--- config.mk ---
export PLATFORM = sky130hd
export DESIGN_NAME = encrypter_pipe
export DESIGN_NICKNAME = d
export VERILOG_FILES = /design/src/rtl/encrypter_pipe.sv
export SDC_FILE = /design/constraint.sdc
export NUM_CORES = 1
export LEC_CHECK = 0
export CORE_MARGIN = 5
export CORE_UTILIZATION = 30
export CTS_BUF_LIST = sky130_fd_sc_hd__clkbuf_8
export DETAILED_ROUTE_END_ITERATION = 16
export PLACE_DENSITY = 0.59
export SYNTH_ARGS = -nofsm -noshare
export SYNTH_HDL_FRONTEND = slang
export SYNTH_SLANG_ARGS = --single-unit
export TNS_END_PERCENT = 20
--- constraint.sdc ---
create_clock -name Clk -period 5.7 [get_ports Clk]
set_input_delay 0.57 -clock Clk [delete_from_list [all_inputs] [get_ports Clk]]
set_output_delay 0.57 -clock Clk [all_outputs]
set_load 0.005 [all_outputs]
--- src/rtl/encrypter_pipe.sv ---
// encrypter_pipe: two-stage pipelined word encrypter with an internal seedable
// 16-bit Galois LFSR that supplies the per-word mode, key and rotate amount.
//
// Optional feature macro: ENCRYPTER_MODE_CNT_EN adds the mode_cnt port and
// four 16-bit saturating per-mode output counters.
//
// Ports:
//   Clk        clock, all state on rising edge
//   Rst        asynchronous active-high reset
//   in_valid   plaintext word offered
//   in_ready   engine can accept this cycle (combinational from out_ready)
//   in_data    plaintext [DATA_W-1:0]
//   seed_load  load seed into the LFSR this cycle (wins over the advance)
//   seed       new LFSR value, 0 maps to 16'hACE1
//   out_valid  encrypted word available
//   out_ready  consumer takes the word
//   out_data   {mode[1:0], lfsr[15:0], cipher[DATA_W-1:0]}
//   mode_cnt   {cnt3, cnt2, cnt1, cnt0}, only with ENCRYPTER_MODE_CNT_EN
module encrypter_pipe #(
  parameter int unsigned DATA_W = 60,
  parameter logic [15:0] SEED   = 16'hACE1
) (
  input  logic                Clk,
  input  logic                Rst,
  input  logic                in_valid,
  output logic                in_ready,
  input  logic [DATA_W-1:0]   in_data,
  input  logic                seed_load,
  input  logic [15:0]         seed,
  output logic                out_valid,
  input  logic                out_ready,
  output logic [DATA_W+17:0]  out_data
`ifdef ENCRYPTER_MODE_CNT_EN
  ,
  output logic [63:0]         mode_cnt
`endif
);

  localparam int unsigned OUT_W    = DATA_W + 18;
  localparam int unsigned KEY_REP  = (DATA_W + 15) / 16;
  localparam logic [15:0] SEED_ALT = 16'hACE1;
  localparam logic [15:0] SEED_EFF = (SEED == 16'h0000) ? SEED_ALT : SEED;
  localparam logic [15:0] TAPS     = 16'hB400;

  logic [15:0]       lfsr;
  logic [15:0]       lfsr_nxt;
  logic              s1_valid;
  logic [DATA_W-1:0] s1_data;
  logic [15:0]       s1_lfsr;
  logic              s1_load;
  logic              s2_load;
  logic              accept;

  logic [KEY_REP*16-1:0] key_rep;
  logic [DATA_W-1:0]     key;
  logic [7:0]            rot_amt;
  logic [2*DATA_W-1:0]   rot_dbl;
  logic [DATA_W-1:0]     rot_data;
  logic [DATA_W-1:0]     cipher;

  // Handshake: each stage is 1-deep, S1 can refill when S2 drains it.
  assign s2_load  = !out_valid || out_ready;
  assign s1_load  = !s1_valid || s2_load;
  assign in_ready = s1_load;
  assign accept   = in_valid && in_ready;

  assign lfsr_nxt = {1'b0, lfsr[15:1]} ^ (lfsr[0] ? TAPS : 16'h0000);

  // LFSR: a seed load wins over the per-accept advance.
  always_ff @(posedge Clk or posedge Rst) begin
    if (Rst) begin
      lfsr <= SEED_EFF;
    end else if (seed_load) begin
      lfsr <= (seed == 16'h0000) ? SEED_ALT : seed;
    end else if (accept) begin
      lfsr <= lfsr_nxt;
    end
  end

  // S1: captures plaintext together with the LFSR value it will be keyed by.
  always_ff @(posedge Clk or posedge Rst) begin
    if (Rst) begin
      s1_valid <= 1'b0;
      s1_data  <= '0;
      s1_lfsr  <= '0;
    end else if (s1_load) begin
      s1_valid <= accept;
      if (accept) begin
        s1_data <= in_data;
        s1_lfsr <= lfsr;
      end
    end
  end

  // Key is the snapshot replicated and truncated; rotation via a doubled word.
  assign key_rep  = {KEY_REP{s1_lfsr}};
  assign key      = key_rep[DATA_W-1:0];
  assign rot_amt  = 8'(32'(s1_lfsr[15:8]) % DATA_W);
  assign rot_dbl  = {s1_data, s1_data} << rot_amt;
  assign rot_data = rot_dbl[2*DATA_W-1:DATA_W];

  // Cipher select on the snapshot's low two bits.
  always_comb begin
    cipher = s1_data ^ key;
    case (s1_lfsr[1:0])
      2'd1:    cipher = rot_data ^ key;
      2'd2:    cipher = ~s1_data ^ key;
      2'd3:    cipher = s1_data + key;
      default: cipher = s1_data ^ key;
    endcase
  end

  // S2: output register, held while the consumer stalls.
  always_ff @(posedge Clk or posedge Rst) begin
    if (Rst) begin
      out_valid <= 1'b0;
      out_data  <= '0;
    end else if (s2_load) begin
      out_valid <= s1_valid;
      if (s1_valid) begin
        out_data <= {s1_lfsr[1:0], s1_lfsr, cipher};
      end
    end
  end

`ifdef ENCRYPTER_MODE_CNT_EN
  logic [3:0][15:0] cnt_q;
  logic [1:0]       out_mode;

  assign out_mode = out_data[OUT_W-1 -: 2];

  // Per-mode saturating counters of output handshakes.
  always_ff @(posedge Clk or posedge Rst) begin
    if (Rst) begin
      cnt_q <= '0;
    end else if (out_valid && out_ready && (cnt_q[out_mode] != 16'hFFFF)) begin
      cnt_q[out_mode] <= cnt_q[out_mode] + 16'd1;
    end
  end

  assign mode_cnt = cnt_q;
`endif

endmodule

== Yosys cells after proc, flatten, opt, wreduce, memory -nomap -nowiden ==
Index checks and enable logic that the tools add are counted.

* Bits in writable memories: 0
* Output and inout bits: 80
* Bits in read-only memories: 0
* Bits of input ports: 81
* Latch bits: 0
* Word-level logic and storage cells: 31
* Memories kept: 0
* Flip-flop bits (word level): 172

* Add/subtract/negate cells: 1
* $mul: 0
* Magnitude comparators: 0
* Divide/modulo/power cells: 1
* Multiplexer cells: 5
* Reduce and logical (&&, ||, !) cells: 9
* Equal/unequal tests: 3
* Bitwise operators: 5
* Shifts and indexed selects: 1

{| class="wikitable"
|+ Operators by type and width
! operator !! number
|-
| $pmux W60 S3 || 1
|-
| $xor A60 B60 Y60 || 3
|-
| $shl A120 B8 Y120 || 1
|-
| $mux W16 || 4
|-
| $add A60 B60 Y60 || 1
|-
| $not A60 Y60 || 1
|-
| $mod A8 B6 Y32 const B || 1
|-
| $logic_not A16 Y1 || 1
|-
| $xor A15 B16 Y16 || 1
|-
| $eq A2 B2 Y1 const B || 2
|-
| $reduce_and A2 Y1 || 2
|-
| $eq A2 B1 Y1 const B || 1
|-
| $logic_not A1 Y1 || 2
|-
| $logic_or A1 B1 Y1 || 2
|-
| $reduce_bool A2 Y1 || 1
|-
| $logic_and A1 B1 Y1 || 1
|}

== Longest topological paths before layout ==
Gate-level depths: netlist of the first run.

* Word-level depth: 6
* Depth in mapped cells: 20
* Depth with buffers taken out: 15

== Worst setup path before layout of the first run ==
OpenSTA, ideal clock, no wires.

* Kind: register to register
* Start point: register s1_lfsr[14]
* End point: register out_data[37]
* Arrival time: 4047 ps
* Setup time: 119 ps
* Clock period less this slack: 4165 ps
* Path buffers: 3
* Required time: 5581 ps
* Stages on the path, launching flop included: 18
* Path slack: 1535 ps
* Cell sequence: dfrtp_1 > clkbuf_1 > and3_1 > ha_1 > nand3b_1 > a222oi_1 > a21o_1 > buf_4 > buf_6 > mux2i_1 > o22ai_1 > a221o_1 > mux2_2 > mux2_2 > a31oi_1 > mux2_1 > o21ai_1 > nand2_1

* Cells in the longest elaborated chain, start to end: 4
* Elaborated cells between the ends (all ways): 5
* Classes of those cells: add/sub (1); div (1); shift (1); mux (1); bitwise (1)

{| class="wikitable"
|+ Ends and longest elaborated chain
! item !! line !! source
|-
| from (decl) || 49 || <nowiki>logic [15:0] s1_lfsr;</nowiki>
|-
| from (signal assigned) || 90 || <nowiki>s1_lfsr <= lfsr;</nowiki>
|-
| $mod A8 B6 Y32 || 98 || <nowiki>assign rot_amt = 8'(32'(s1_lfsr[15:8]) % DATA_W);</nowiki>
|-
| $shl A120 B8 Y120 || 99 || <nowiki>assign rot_dbl = {s1_data, s1_data} << rot_amt;</nowiki>
|-
| $xor A60 B60 Y60 || 106 || <nowiki>2'd1: cipher = rot_data ^ key;</nowiki>
|-
| $pmux W60 S3 * || 105 || <nowiki>case (s1_lfsr[1:0])</nowiki>
|-
| to (signal assigned) || 121 || <nowiki>out_data <= {s1_lfsr[1:0], s1_lfsr, cipher};</nowiki>
|-
| to (decl) || 32 || <nowiki>output logic [DATA_W+17:0] out_data</nowiki>
|}

Mark *: on every way between the ends. The rest lies on a longest branch, timed or not.
A chain may end at the register's enable or synchronous reset.

== Worst setup path after layout of the first run ==
* Start point: register s1_lfsr[13]
* End point: register out_data[24]

The elaborated chain is that of the path after synthesis.

==> results.yml, run 1 <==
route:
  drt_first_iter_violations: 3315
  post_drt_via_cell_ratio: 6.37
  wirelength_routed_mm: 116
  antenna_left: 0
  wl_per_cell_um: 31.7
  remaining_drc_errors: 0
  detailedRoute.firstPassIterationCount: 13
  total_via_count_in_the_routed_design: 23200
setup_path:
  timing.critical_path.cells: "ha_1 -> and3_1 -> o22ai_1 -> o21ai_1 -> buf_12 -> nor2_1 -> a22oi_1 -> mux2i_1 -> a21oi_1 -> o31ai_1 -> mux2i_1 -> a221o_1"
  worstReg2RegEnd: "out_data[24]"
  reg2reg_from: "s1_lfsr[13]"
  critical-path-top-cell-by-count: "mux2i_1"
  cp-end-kind: "flop"
  path_buf_inv: 1
  critPathArrivalTime_ns: 5.63
  worst-r2r-setup-slack_ns: 0.59
  critical_path_required_ns: 6.23
  cpPeakStageDelay_ns: 0.68
  crit_fanout: 12
  depth_of_the_worst_register_to_register_path: 12
  critical-path-top-delay-family: "compound AO/OA/AOI/OAI gates"
  cpMaxStageDelayCell: "nor2_1"
  critical_path_class: "reg2reg"
  timing.critical_path.from_type: "flop"
pwr:
  p_switching_mw: 6.03
  share_of_total_power_in_the_clock_network: 0.089
  combinationalPowerShare: 0.719
  power.switching_fraction: 0.562
  vdd.ir_drop.worst_v: 0.000172
  p_leak_nw: 9.61
  cell_internal_pwr_mw: 4.70
  seq_power_share: 0.192
  p_per_area_nw_per_um2: 465
sta:
  timing.final.max_slew_violations: 0
  max_freq_ghz: 0.196
  timing_hold_violations_final: 0
  setup_viol_count_final: 0
  slew_headroom: 0.122
  final.setup_skew_ns: 0.0500
  timing.hold.ws_ns: 0.402
  setup_repair_after_global_routing_missed_its_margin: "false"
  setup_tns_ns: 0
  min_period_ns: 5.11
  fin_crit_sh: 0.896
  worstMarginPinSlew_ns: 1.28
grt:
  first_global_vias: 21900
  grt_overflow: 0
  largest_net_degree_at_the_start_of_global_routing: 70
  grt_pass1_wl_mm: 163
  antenna_found_initial: 11
  track_usage: 0.315
synth:
  synth.ff_latch_count: 170
  synth-warning-count: 0
  synth.avg_cell_area_um2: 7.41
  synthesis.area_um2: 19700
  synth_edf_count: 0
  post_synth_inst_count: 2657
  synth_sequential_area_ratio: 0.217
  async_flop_share: 1.00
  yosys.area_share.adder: 0.0417
  synth.lib_cells_used.distinct: 94
  synth-simple-area-share: 0.208
  dominantRegCellSynth: "dfrtp_1"
  net_count_synth: 2803
  post_synth_mux_area_share: 0.120
  synth_top_family_by_area: "compound AO/OA/AOI/OAI gates"
  synth_area_in_xor_xnor: 0.0352
  synth_compound_area_frac: 0.317
cells_and_area:
  final_cell_mix: "nand2_1 (425), nor2_1 (227), a21oi_1 (204)"
  finish.cell_count_without_fillers: 3651
  nets: 2916
  postLayoutCellArea_um2: 23100
  mostFrequentLayoutCell: "nand2_1"
  area_delta_synth_final_pct: 17.1
  drive_gt1_frac: 0.117
cts:
  cts-buffers-inserted: 17
  postCtsHoldBufs: 0
  clockBufferDepth: 2
  cts.sink_count: 170
  post_cts_resized: 0
  clkTransAtPathRegs_ns: 0.15
  cts_htree_levels: 4
  clock_tree_from_tritoncts: "done"
  worst_skew_pair_latency_ns: 0.61
  post-cts-setup-buffer-count: 0
  ctsRootBufferMaster: "clkbuf_8"
run_status:
  outcome: "complete, no violations"
placed_design:
  finalWeightedCongestion: 1.07
  detailedPlacementHpwl_mm: 88.8
  placement.io_buffers: 160
  dpl.cell_count: 3615
  dpl_cell_area_um2: 22700
floorplan:
  die_area_um2: 70800
  placementRows: 94
  pin_count: 161
  floorplan.die.height_um: 266
  die_w_um: 266
  floorplan.initialDensity: 0.301
  core_um2: 65400
worst_hold_path:
  min_path_type: "in2async"
flow_run:
  drv_cap: 0
metal layers:
| layer | GRT usage | part of all wire |
|---|---|---|
| met4 | 0.220 | 0.089 |
| met3 | 0.0819 | 0.11 |
| met5 | 0 | 0.00045 |
| met2 | 0.462 | 0.41 |
| met1 | 0.404 | 0.39 |
cell families after synthesis:
family,count (synthesis)
AND/OR/NAND/NOR,936
AO/OA/AOI/OAI,925
buffers and inverters,266
multiplexers,216
flip-flops,170
XOR/XNOR,79
adder cells (fa/ha/maj),65
registers in the layout (all words and copies together), names as in the netlist:
signal and flops:
s1_data 60, s1_lfsr 16, lfsr 16, out_valid 1
out_data 76, s1_valid 1
cell type report:
class                           count  area (µm²)
Clock buffer                       17         234
Inverter                           49         189
Fill cell                        7108       42300
Tap cell                          864        1080
Clock inverter                     15         136
Timing Repair Buffer              311        2850
Antenna cell                        4        10.0
Sequential cell                   170        4270
Multi-Input combinational cell   2221       14300
power groups by stage:
| stage | logic, mW | registers [mW] | clock network, mW |
|---|---|---|---|
| finish | 7.71 | 2.06 | 0.952 |
| global route | 8.05 | 2.06 | 0.999 |
| CTS | 7.44 | 2.04 | 0.960 |
| detailed placement | 7.40 | 2.06 | 0 |
| global placement | 7.48 | 2.06 | 0 |
| floorplan | 4.44 | 1.78 | 0 |
through the flow:
stage | power [mW] | util | setup slack, ns
2_1_floorplan | 6.23 | - | 0.540
3_3_place_gp | 9.54 | 0.347 | 0.896
3_5_place_dp | 9.46 | 0.347 | 0.901
4_1_cts | 10.4 | 0.352 | 0.808
5_1_grt | 11.1 | 0.352 | 0.509
6_report | 10.7 | 0.353 | 0.595
synth_stat cells, drive strengths merged, types with 31 or more instances:
library cell	instances	area share
nand2	428	0.082
nor2	230	0.044
o21ai	218	0.055
a21oi	208	0.053
dfrtp	162	0.21
mux2i	134	0.069
clkbuf	110	0.021
buf	107	0.031
nor3	77	0.020
mux2	74	0.042
ha	64	0.041
nand3	64	0.016
a211oi	57	0.023
xnor2	48	0.021
inv	47	0.0090
o211ai	43	0.016
a21o	42	0.016
o221ai	34	0.015
a31oi	31	0.010
nand2b	31	0.0099
xor2	31	0.014
worst max-delay path by stage:
stage | startpoint | endpoint | slack, ns | cells after the start
6_report | s1_lfsr[13] | out_data[24] | 0.59 | 12
5_1_grt | s1_lfsr[14] | out_data[34] | 0.51 | 16
4_1_cts | s1_lfsr[13] | out_data[23] | 0.81 | 13
3_5_place_dp | s1_lfsr[13] | out_data[23] | 0.90 | 13
3_3_place_gp | s1_lfsr[13] | out_data[23] | 0.90 | 13
2_1_floorplan | Rst | lfsr[12] | 0.54 | 1
No activity file was read; power rests on OpenSTA's default activity.
==> run 2, diff against run 1 <==
--- a/config.mk
+++ b/config.mk
@@ -5,6 +5,8 @@
 export SDC_FILE = /design/constraint.sdc
 export NUM_CORES = 1
 export LEC_CHECK = 0
+export ABC_AREA = 1
+export CAP_MARGIN = 0
 export CORE_MARGIN = 5
 export CORE_UTILIZATION = 30
 export CTS_BUF_LIST = sky130_fd_sc_hd__clkbuf_8
==> results.yml, run 2 <==
run_status:
  outcome: "complete, no violations"
synth:
  synth_edf_count: 0
  most_used_standard_cells_in_the_synthesized_netlist: "nand2_1 (1173), nand3_1 (422), inv_1 (377), o21ai_0 (317), a21oi_1 (271)"
  synth.avg_cell_area_um2: 5.61
  net_count_synth: 3503
  post_synth_main_area_contributors: "nand2_1 (23%), dfrtp_1 (22%), nand3_1 (11%), o21ai_0 (8.4%), inv_1 (7.5%)"
  synth.lib_cells_used.distinct: 55
  synth_area_leader_cell: "nand2_1"
  synth_sequential_area_ratio: 0.227
  synth-warning-count: 0
  async_flop_share: 1.00
  post_synth_inst_count: 3357
  synth.most_common_cell: "nand2_1"
  dominantRegCellSynth: "dfrtp_1"
  synthesis.area_um2: 18800
  synth_largest_type_area_fraction: 0.234
  synth.ff_latch_count: 170
cells_and_area:
  multi_input_comb_area_um2: 12400
  final_cell_mix: "nand2_1 (1172), nand3_1 (422), inv_1 (374)"
  nets: 3567
  number_of_filler_cells_placed_in_the_layout: 7041
  largest_register_ffs: 76
  mostFrequentLayoutCell: "nand2_1"
  drive_gt1_frac: 0.0402
  reg_top3: "out_data x76, s1_data x60"
  area_delta_synth_final_pct: 15.5
  ff_latch_area_um2: 4270
  antennaDiodeCount: 0
  largest-register: "out_data"
floorplan:
  die_w_um: 260
  die_area_um2: 67900
  core_um2: 61900
  placementRows: 91
  floorplan.die.height_um: 260
  pin_count: 161
  floorplan.initialDensity: 0.304
setup_path:
  cpPeakStageDelay_ns: 0.54
  timing.critical_path.from_type: "flop"
  cp-end-kind: "flop"
  critical_path_required_ns: 6.13
  critPathArrivalTime_ns: 5.25
  critical_path_class: "reg2reg"
  crit_fanout: 23
  cpMaxStageDelayCell: "dfrtp_1"
  timing.critical_path.cells: "inv_2 -> nor3_1 -> ha_1 -> o21ai_2 -> nor2_1 -> nor2_1 -> inv_1 -> a21oi_2 -> nand4_1 -> nand2_2 -> buf_4 -> nand2_1 -> nand3_1 -> nand2_1 -> nand2_1 -> nand2_1 -> nand2_1 -> nand3_1 -> o211ai_1 -> nand2_1 -> nand2_1 -> nand3_1 -> nand2_1 -> nand2_1"
  critical-path-top-cell-by-count: "nand2_1"
route:
  post_drt_via_cell_ratio: 5.51
  maxUsedRoutingLayer: "met5"
  route.met2.wl_mm: 41.0
  detailroute.wirelength.met3_mm: 10.2
  detailedRoute.firstPassIterationCount: 7
  wirelength_routed_mm: 99.9
  wl_per_cell_um: 23.4
  drt_first_iter_violations: 3246
  remaining_drc_errors: 0
  routedLengthMet1_mm: 43.0
  antenna_left: 0
  total_via_count_in_the_routed_design: 23500
cts:
  post_cts_resized: 0
  clock_tree_from_tritoncts: "done"
  cts-buffers-inserted: 17
  cts_htree_levels: 4
  clockBufferDepth: 2
  worst_skew_pair_latency_ns: 0.53
  post-cts-setup-buffer-count: 0
  ctsRootBufferMaster: "clkbuf_8"
  cts.sink_count: 170
  clkTransAtPathRegs_ns: 0.12
  postCtsHoldBufs: 0
sta:
  setup_tns_ns: 0
  slew_headroom: 0.249
  setup_viol_count_final: 0
  worstMarginPinSlew_ns: 1.12
  max_freq_ghz: 0.207
  setup_repair_after_global_routing_missed_its_margin: "false"
  fin_crit_sh: 0.846
  final.setup_skew_ns: 0.0279
  min_period_ns: 4.82
  timing.final.max_slew_violations: 0
  timing_hold_violations_final: 0
grt:
  antenna_found_initial: 2
  first_global_vias: 21300
  largest_net_degree_at_the_start_of_global_routing: 101
  track_usage: 0.285
  grt_pass1_wl_mm: 144
  grt_overflow: 0
flow_run:
  drv_cap: 0
placed_design:
  detailedPlacementHpwl_mm: 78.8
  finalWeightedCongestion: 1.04
  placement.io_buffers: 160
pwr:
  p_total_mw: 11.1
  p_per_area_nw_per_um2: 510
  p_leak_nw: 10.9
  vdd.ir_drop.worst_v: 0.000287
worst_hold_path:
  min_path_type: "reg2reg"
[run 2: changes by cell type in the layout (fill, tap and decap cells not counted), moves of 67 or more]
cell | previous run | this run
nand2_1 | 425 | 1172
nand3_1 | 64 | 422
inv_1 | 46 | 374
mux2i_1 | 133 | 0
o21ai_0 | 192 | 317
buf_4 | 142 | 50
mux2_2 | 73 | 0
a21oi_1 | 204 | 271
[run 2: path summary, 6_finish.rpt]
check                             startpoint      endpoint  slack [ns]  depth (start not counted)
worst min-delay path            out_data[30]  out_data[30]        0.50                          2
worst max-delay path             s1_lfsr[12]   out_data[1]        0.88                         24
max in group asynchronous                Rst  out_data[24]        4.07                          3
worst min register to register  out_data[30]  out_data[30]        0.50                          2
min in group asynchronous                Rst      s1_valid        0.62                          2
worst max register to register   s1_lfsr[12]   out_data[1]        0.88                         24
[run 2: final cells by class]
type | instances | area share
Sequential cell | 170 | 0.196
Multi-Input combinational cell | 2627 | 0.570
Timing Repair Buffer | 220 | 0.100
Clock buffer | 17 | 0.0108
Inverter | 385 | 0.0669
Clock inverter | 15 | 0.00800
Tap cell | 837 | 0.0482
[run 2: where the power goes]
part | internal [mW] | switching [mW] | total (mW)
logic | 2.57 | 5.59 | 8.15
registers | 1.55 | 0.432 | 1.98
clock network | 0.333 | 0.616 | 0.950
total | 4.45 | 6.64 | 11.1
[run 2: cell families (layout without fill, tap and decap cells)]
kind of cell             count (synthesis)  after routing  share of synthesized area
buffers and inverters                  560            637                      0.118
XOR/XNOR                                17             17                    0.00831
adder cells (fa/ha/maj)                 65             65                     0.0436
AND/OR/NAND/NOR                       1817           1817                      0.399
AO/OA/AOI/OAI                          728            728                      0.204
flip-flops                             170            170                      0.227
[run 2: layer usage]
metal  global-route usage  vias up
met1                0.412    10900
met5                    0        -
met4                0.133        2
met2                0.414     1322
li1                     -    11100
met3               0.0469      193
[run 2: worst max-delay path: cells and delay by family (launching register included)]
kind | cells | cell delay, ns
AO/OA/AOI/OAI | 3 | 0.76
adder cells (fa/ha/maj) | 1 | 0.26
buffers and inverters | 3 | 0.57
flip-flops | 1 | 0.54
AND/OR/NAND/NOR | 17 | 2.55
[run 2: per-stage QoR]
stage               hold slack, ns   util  worst slack, ns  std cells  cell area (µm²)
floorplan                    0.469      -            0.540       3357            18800
global placement             0.465  0.344             1.07       4239            21300
detailed placement           0.469  0.344             1.03       4239            21300
CTS                          0.502  0.351             1.01       4271            21700
global route                 0.533  0.351            0.501       4271            21700
finish                       0.501  0.351            0.875       4271            21700
